**config.mk**
```make
export PLATFORM = sky130hd
export DESIGN_NAME = irq_controller_flat
export DESIGN_NICKNAME = d
export VERILOG_FILES = /design/src/rtl/irq_controller_pkg.sv /design/src/rtl/irq_controller_if.sv /design/src/rtl/irq_controller_sync_edge.sv /design/src/rtl/irq_controller.sv /design/src/flat_wrapper.sv
export SDC_FILE = /design/constraint.sdc
export NUM_CORES = 1
export LEC_CHECK = 0
export BUFFER_PORTS_ARGS = -buffer_cell sky130_fd_sc_hd__clkbuf_2
export CORE_ASPECT_RATIO = 1.2
export CORE_MARGIN = 4
export CORE_UTILIZATION = 49
export CTS_CLUSTER_SIZE = 28
export DETAILED_ROUTE_END_ITERATION = 8
export PLACE_DENSITY = 0.85
export SETUP_SLACK_MARGIN = 0.1
export SKIP_CTS_REPAIR_TIMING = 1
export SLEW_MARGIN = 40
export SYNTH_ARGS = -nofsm -noshare
export SYNTH_HDL_FRONTEND = slang
export SYNTH_SLANG_ARGS = --single-unit
export TNS_END_PERCENT = 10
```
**constraint.sdc**
```tcl
create_clock -name CLOCK_50 -period 1.1 [get_ports CLOCK_50]
set_input_delay 0.11 -clock CLOCK_50 [delete_from_list [all_inputs] [get_ports CLOCK_50]]
set_output_delay 0.11 -clock CLOCK_50 [all_outputs]
set_load 0.02 [all_outputs]
```
**src/rtl/irq_controller_pkg.sv**
```systemverilog
// Shared types and constants for the interrupt controller (package irq_pkg).
// Build option: IRQ_SYNC_EN adds a 2-flop input synchronizer per source.
package irq_pkg;

  localparam int NSRC_DEFAULT = 4;
  localparam logic [15:0] MASK_RESET = '1;

  // Cycles after reset release before an edge detector trusts its history.
  localparam int SYNC_ARM_ON  = 3;
  localparam int SYNC_ARM_OFF = 1;

  typedef enum logic [1:0] {
    IDLE    = 2'd0,
    ASSERT  = 2'd1,
    SERVICE = 2'd2
  } irqState_t;

  function automatic int lowestIdx(input logic [15:0] vec);
    lowestIdx = 0;
    for (int i = 15; i >= 0; i--) begin
      if (vec[i]) lowestIdx = i;
    end
  endfunction

endpackage

```
**src/rtl/irq_controller_if.sv**
```systemverilog
// Processor-facing bundle of the interrupt controller: raw sources, mask port,
// and the request/acknowledge/return handshake.
interface irq_controller_if #(
  parameter int NSRC = irq_pkg::NSRC_DEFAULT,
  parameter int IDW  = $clog2(NSRC)
);
  // Handshake: ExtIRQ is held high with a stable irq_id until a one-cycle ack
  // is seen; the controller then stays quiet until a one-cycle eret closes the
  // round. ack outside a request and eret outside a service window are ignored.
  logic [NSRC-1:0] irq_in;
  logic            mask_we;
  logic [NSRC-1:0] mask_wdata;
  logic            ack;
  logic            eret;
  logic            ExtIRQ;
  logic [IDW-1:0]  irq_id;
  logic [NSRC-1:0] pending;

  modport master (
    output irq_in, mask_we, mask_wdata, ack, eret,
    input  ExtIRQ, irq_id, pending
  );

  modport slave (
    input  irq_in, mask_we, mask_wdata, ack, eret,
    output ExtIRQ, irq_id, pending
  );
endinterface

```
**src/rtl/irq_controller_sync_edge.sv**
```systemverilog
// Per-source rising-edge detector; with IRQ_SYNC_EN defined the raw line first
// passes through a 2-flop synchronizer.
module irq_sync_edge
  import irq_pkg::*;
(
  input  logic CLOCK_50,
  input  logic reset,
  input  logic irqRaw,
  output logic rise
);

`ifdef IRQ_SYNC_EN
  localparam int ARM = SYNC_ARM_ON;
  logic meta;
  logic syncNow;

  always_ff @(posedge CLOCK_50) begin
    if (reset) begin
      meta    <= 1'b0;
      syncNow <= 1'b0;
    end else begin
      meta    <= irqRaw;
      syncNow <= meta;
    end
  end
`else
  localparam int ARM = SYNC_ARM_OFF;
  logic syncNow;
  assign syncNow = irqRaw;
`endif

  logic       syncPrev;
  logic [1:0] armCnt;

  // Edges stay suppressed until syncPrev holds a sample taken after reset, so a
  // line already high at reset release is not mistaken for a new request.
  always_ff @(posedge CLOCK_50) begin
    if (reset) begin
      syncPrev <= 1'b0;
      armCnt   <= 2'd0;
    end else begin
      syncPrev <= syncNow;
      if (armCnt != 2'(ARM)) armCnt <= armCnt + 2'd1;
    end
  end

  assign rise = syncNow & ~syncPrev & (armCnt == 2'(ARM));

endmodule

```
**src/rtl/irq_controller.sv**
```systemverilog
// Prioritised interrupt controller: edge-latched pending bits, mask, and a
// request/service FSM toward the processor. Build option: IRQ_SYNC_EN.
module irq_controller
  import irq_pkg::*;
#(
  parameter int NSRC = NSRC_DEFAULT,
  parameter int IDW  = $clog2(NSRC)
) (
  input  logic             CLOCK_50,
  input  logic             reset,
  irq_controller_if.slave  bus,
  output irqState_t        dbgState,
  output logic [NSRC-1:0]  dbgMask
);

  irqState_t       state, stateNext;
  logic [NSRC-1:0] pend, pendNext;
  logic [NSRC-1:0] mask;
  logic [NSRC-1:0] rise;
  logic [NSRC-1:0] eligible;
  logic [IDW-1:0]  irqId, irqIdNext;

  for (genvar g = 0; g < NSRC; g++) begin : gSrc
    irq_sync_edge uSync (
      .CLOCK_50 (CLOCK_50),
      .reset    (reset),
      .irqRaw   (bus.irq_in[g]),
      .rise     (rise[g])
    );
  end

  assign eligible = pend & mask;

  always_comb begin
    stateNext = state;
    irqIdNext = irqId;
    pendNext  = pend;
    case (state)
      IDLE: begin
        if (|eligible) begin
          irqIdNext = IDW'(lowestIdx(16'(eligible)));
          stateNext = ASSERT;
        end
      end
      ASSERT: begin
        if (bus.ack) begin
          pendNext[irqId] = 1'b0;
          stateNext       = SERVICE;
        end
      end
      SERVICE: begin
        if (bus.eret) stateNext = IDLE;
      end
      default: stateNext = IDLE;
    endcase
    // Applied after the ack clear so a same-cycle edge keeps the bit set.
    pendNext = pendNext | rise;
  end

  always_ff @(posedge CLOCK_50) begin
    if (reset) begin
      state <= IDLE;
      pend  <= '0;
      mask  <= MASK_RESET[NSRC-1:0];
      irqId <= '0;
    end else begin
      state <= stateNext;
      pend  <= pendNext;
      irqId <= irqIdNext;
      if (bus.mask_we) mask <= bus.mask_wdata;
    end
  end

  assign bus.ExtIRQ  = (state == ASSERT);
  assign bus.irq_id  = irqId;
  assign bus.pending = pend;
  assign dbgState    = state;
  assign dbgMask     = mask;

endmodule

```
**src/flat_wrapper.sv**
```systemverilog
// flat-port wrapper written by rule: the top's interface ports become plain ports
module irq_controller_flat import irq_pkg::*;
#(
  parameter int NSRC = NSRC_DEFAULT,
  parameter int IDW  = $clog2(NSRC)
)
  (CLOCK_50, reset, dbgState, dbgMask, bus_irq_in, bus_mask_we, bus_mask_wdata, bus_ack, bus_eret, bus_ExtIRQ, bus_irq_id, bus_pending);
  irq_controller_if #(.NSRC(NSRC), .IDW(IDW)) bus_i ();
  input  logic CLOCK_50;
  input  logic reset;
  output irqState_t dbgState;
  output logic [NSRC-1:0] dbgMask;
  input wire logic [$bits(bus_i.irq_in)-1:0] bus_irq_in;
  input wire logic [$bits(bus_i.mask_we)-1:0] bus_mask_we;
  input wire logic [$bits(bus_i.mask_wdata)-1:0] bus_mask_wdata;
  input wire logic [$bits(bus_i.ack)-1:0] bus_ack;
  input wire logic [$bits(bus_i.eret)-1:0] bus_eret;
  output wire logic [$bits(bus_i.ExtIRQ)-1:0] bus_ExtIRQ;
  output wire logic [$bits(bus_i.irq_id)-1:0] bus_irq_id;
  output wire logic [$bits(bus_i.pending)-1:0] bus_pending;
  assign bus_i.irq_in = bus_irq_in;
  assign bus_i.mask_we = bus_mask_we;
  assign bus_i.mask_wdata = bus_mask_wdata;
  assign bus_i.ack = bus_ack;
  assign bus_i.eret = bus_eret;
  assign bus_ExtIRQ = bus_i.ExtIRQ;
  assign bus_irq_id = bus_i.irq_id;
  assign bus_pending = bus_i.pending;
  irq_controller #(.NSRC(NSRC), .IDW(IDW)) u_core (.CLOCK_50(CLOCK_50), .reset(reset), .bus(bus_i), .dbgState(dbgState), .dbgMask(dbgMask));
endmodule
```
==> out/results.ini <==
[run_status]
outcome=finished, violations left
violations=negative setup slack

[synthesis]
ys_seq_area_frac=0.505
yosys.cell_types.count=25
synth_area_um2=952
ys.flop_type=dfxtp_1
synth_area_per_cell_um2=9.92
synth_top_cell_by_area=dfxtp_1
async_flop_share=0
synth_edf_count=0
syn_inst=96
yosys-top-cells-count=dfxtp_1, nor2_1, a21oi_1, nor2b_1
ys_ff_latch=24
syn-num-nets=113
synth.area.top_cells=dfxtp_1, a21oi_1, ha_1, nor2b_1, nor2_1
synth_top_area_frac=0.505
yosys_warnings=0
synth_most_common_cell=dfxtp_1

[critical_path]
critical_path_class=flop to primary output
critPathMaxFanout=7
arrival_ns=1.03
r2r_cells=3
cp.required_ns=0.99
crit-reg2reg-capture=u_core.dbgState[0]$_SDFFE_PP0P_
cp-start-kind=flop
r2r_start=u_core.bus.pending[1]$_SDFF_PP0_
rrSetupSlack_ns=0
end_kind=primary output

[clocking]
cts_sinks=24
numCtsBuffers=3
path_clk_slew_ns=0.13
htree_levels=1
root_buffer=clkbuf_4
tritoncts=built
clk_latency_ns=0.31
clockBufferDepth=2

[timing]
hold_viol=0
setup_violations=1
maxSlewViolCount=0
holdWs_ns=0.0194
slew-limit-headroom=0.792
fin_skew_ns=0.00254
fmax_ghz=0.877
worst_slew_pin_slew_ns=0.311
min_period_ns=1.14
postLayoutSetupSlackWorst_ns=-0.0400
finalCritPeriodShare=1.04
rsz0062_at_grt=yes

[detailed_routing]
routed_wl_um=2140
wl_per_cell_um=14.4
met2WireLength_um=1100
drt-met1-wl_um=876
vias=830
drc=0
first_iter_violations=11
met3_length_um=127
highest_layer=met4
vias_per_cell=5.61
ant_nets=0
dr.pass1.iters=4

[place]
numPortBuffers=25
pre_cts_ws_ns=0.0852
place_hpwl_um=1450
place.gp.congestion=0.773

[floorplanning]
rows=17
die_area_mm2=0.00272
die_h_um=56.3
fp.dieW_um=48.2
initial_core_util=0.515
core_mm2=0.00185
io_pins=26

[pwr]
p_per_area_mw_per_mm2=2410
power.leakage_uw=0.000536
max-vdd-ir-drop_uv=1440

[cells_and_area]
drive_gt1_frac=0.450
final_nets=147
antennaDiodeCount=0
fillerInstances=133
areaGrowthSynthToFinish_pct=36.3
final_core_util=0.701

[global_route]
antenna_found_initial=0
grt_start_max_net_pins=16
grt_pass1_wl_um=3150
grt.total_usage=0.157
grt-ovfl-total=0
grt_pass1_vias=798

[worst_hold_path]
hold_path_end=u_core.gSrc[0].uSync.syncPrev$_SDFF_PP0_
hold_class=input pin to flop
min_from=bus_irq_in[0]
whs_path_depth=2

[run]
cap_viol_max_count=0

[cells by family (layout without fill, tap and decap cells)]
logic type	after synthesis	in the layout	share of synthesized area
buffers and inverters	7	40	0.0289
flip-flops	24	24	0.505
XOR/XNOR	4	4	0.0368
AO/OA/AOI/OAI	26	26	0.196
AND/OR/NAND/NOR	31	31	0.181
adder cells (fa/ha/maj)	4	4	0.0526
[layout by cell type (no fill, tap or decap), drive strengths merged]
cell type / netlist / final
nor3: 1 / 1
buf: 1 / 14
a21oi: 11 / 11
o31ai: 2 / 2
nand4b: 1 / 1
nor2: 13 / 13
a2111oi: 1 / 1
or3b: 1 / 1
clkbuf: 1 / 16
and2b: 1 / 1
nand2: 1 / 1
a211oi: 2 / 2
dfxtp: 24 / 24
o21ai: 2 / 2
ha: 4 / 4
xor2: 4 / 4
nand3b: 5 / 5
nor2b: 8 / 8
inv: 5 / 5
a22o: 3 / 3
a211o: 4 / 4
a32o: 1 / 1
dlygate4sd3: 0 / 5
[sequential cells by signal (all words and copies together), names as in the netlist]
register	cells
u_core.bus.irq_id	2
u_core.dbgState	2
u_core.bus.pending	4
u_core.gSrc.uSync.armCnt	8
u_core.gSrc.uSync.syncPrev	4
u_core.dbgMask	4
[metrics by stage]
stage / area (um2) / instances / setup TNS (ns) / power, uW
after floorplan: 957 / 96 / 0 / 2060
after global placement: 1100 / 139 / 0 / 2260
after detailed placement: 1100 / 139 / 0 / 2350
after CTS: 1140 / 143 / -0.0676 / 2800
after global routing: 1300 / 148 / -0.134 / 3360
final: 1300 / 148 / -0.0400 / 3120
[worst max-delay path by stage]
stage                                            end  cells past startpoint  slack [ns]                              from
floorplan            u_core.dbgState[0]$_SDFFE_PP0P_                      3        0.05  u_core.bus.pending[3]$_SDFF_PP0_
global placement     u_core.dbgState[0]$_SDFFE_PP0P_                      3        0.12  u_core.bus.pending[1]$_SDFF_PP0_
detailed placement  u_core.bus.pending[0]$_SDFF_PP0_                      3        0.09   u_core.dbgState[1]$_SDFFE_PP0P_
CTS                                       bus_ExtIRQ                      2       -0.07   u_core.dbgState[1]$_SDFFE_PP0P_
global route                              bus_ExtIRQ                      2       -0.10   u_core.dbgState[1]$_SDFFE_PP0P_
finish                                    bus_ExtIRQ                      2       -0.04   u_core.dbgState[1]$_SDFFE_PP0P_
[layer usage]
| metal | GRT usage | vias to the layer above |
|---|---|---|
| met1 | 0.182 | 401 |
| met2 | 0.241 | 19 |
| met4 | 0.0923 | 0 |
| met5 | 0 | - |
| met3 | 0.0481 | 4 |
| li1 | - | 406 |
[where the power goes]
part / internal (uW) / leakage, uW / switching (uW)
Sequential: 1140 / 0.000204 / 244
Combinational: 628 / 0.000311 / 641
Clock: 202 / 0.0000210 / 265
Total: 1970 / 0.000536 / 1150
[worst max-delay path: stages, from the launching register on]
cell and delay [ns]:
dfxtp_4 0.40, and2b_1 0.19, buf_6 0.13
[layout make-up]
type | instances | area [um2] | area share
clock buffers | 4 | 36.3 | 0.0280
inverters | 5 | 18.8 | 0.0145
multi-input cells | 65 | 495 | 0.382
flip-flops and latches | 24 | 513 | 0.395
well taps | 19 | 23.8 | 0.0183
repair buffers | 31 | 210 | 0.162
No activity file was read; power rests on OpenSTA's default activity.
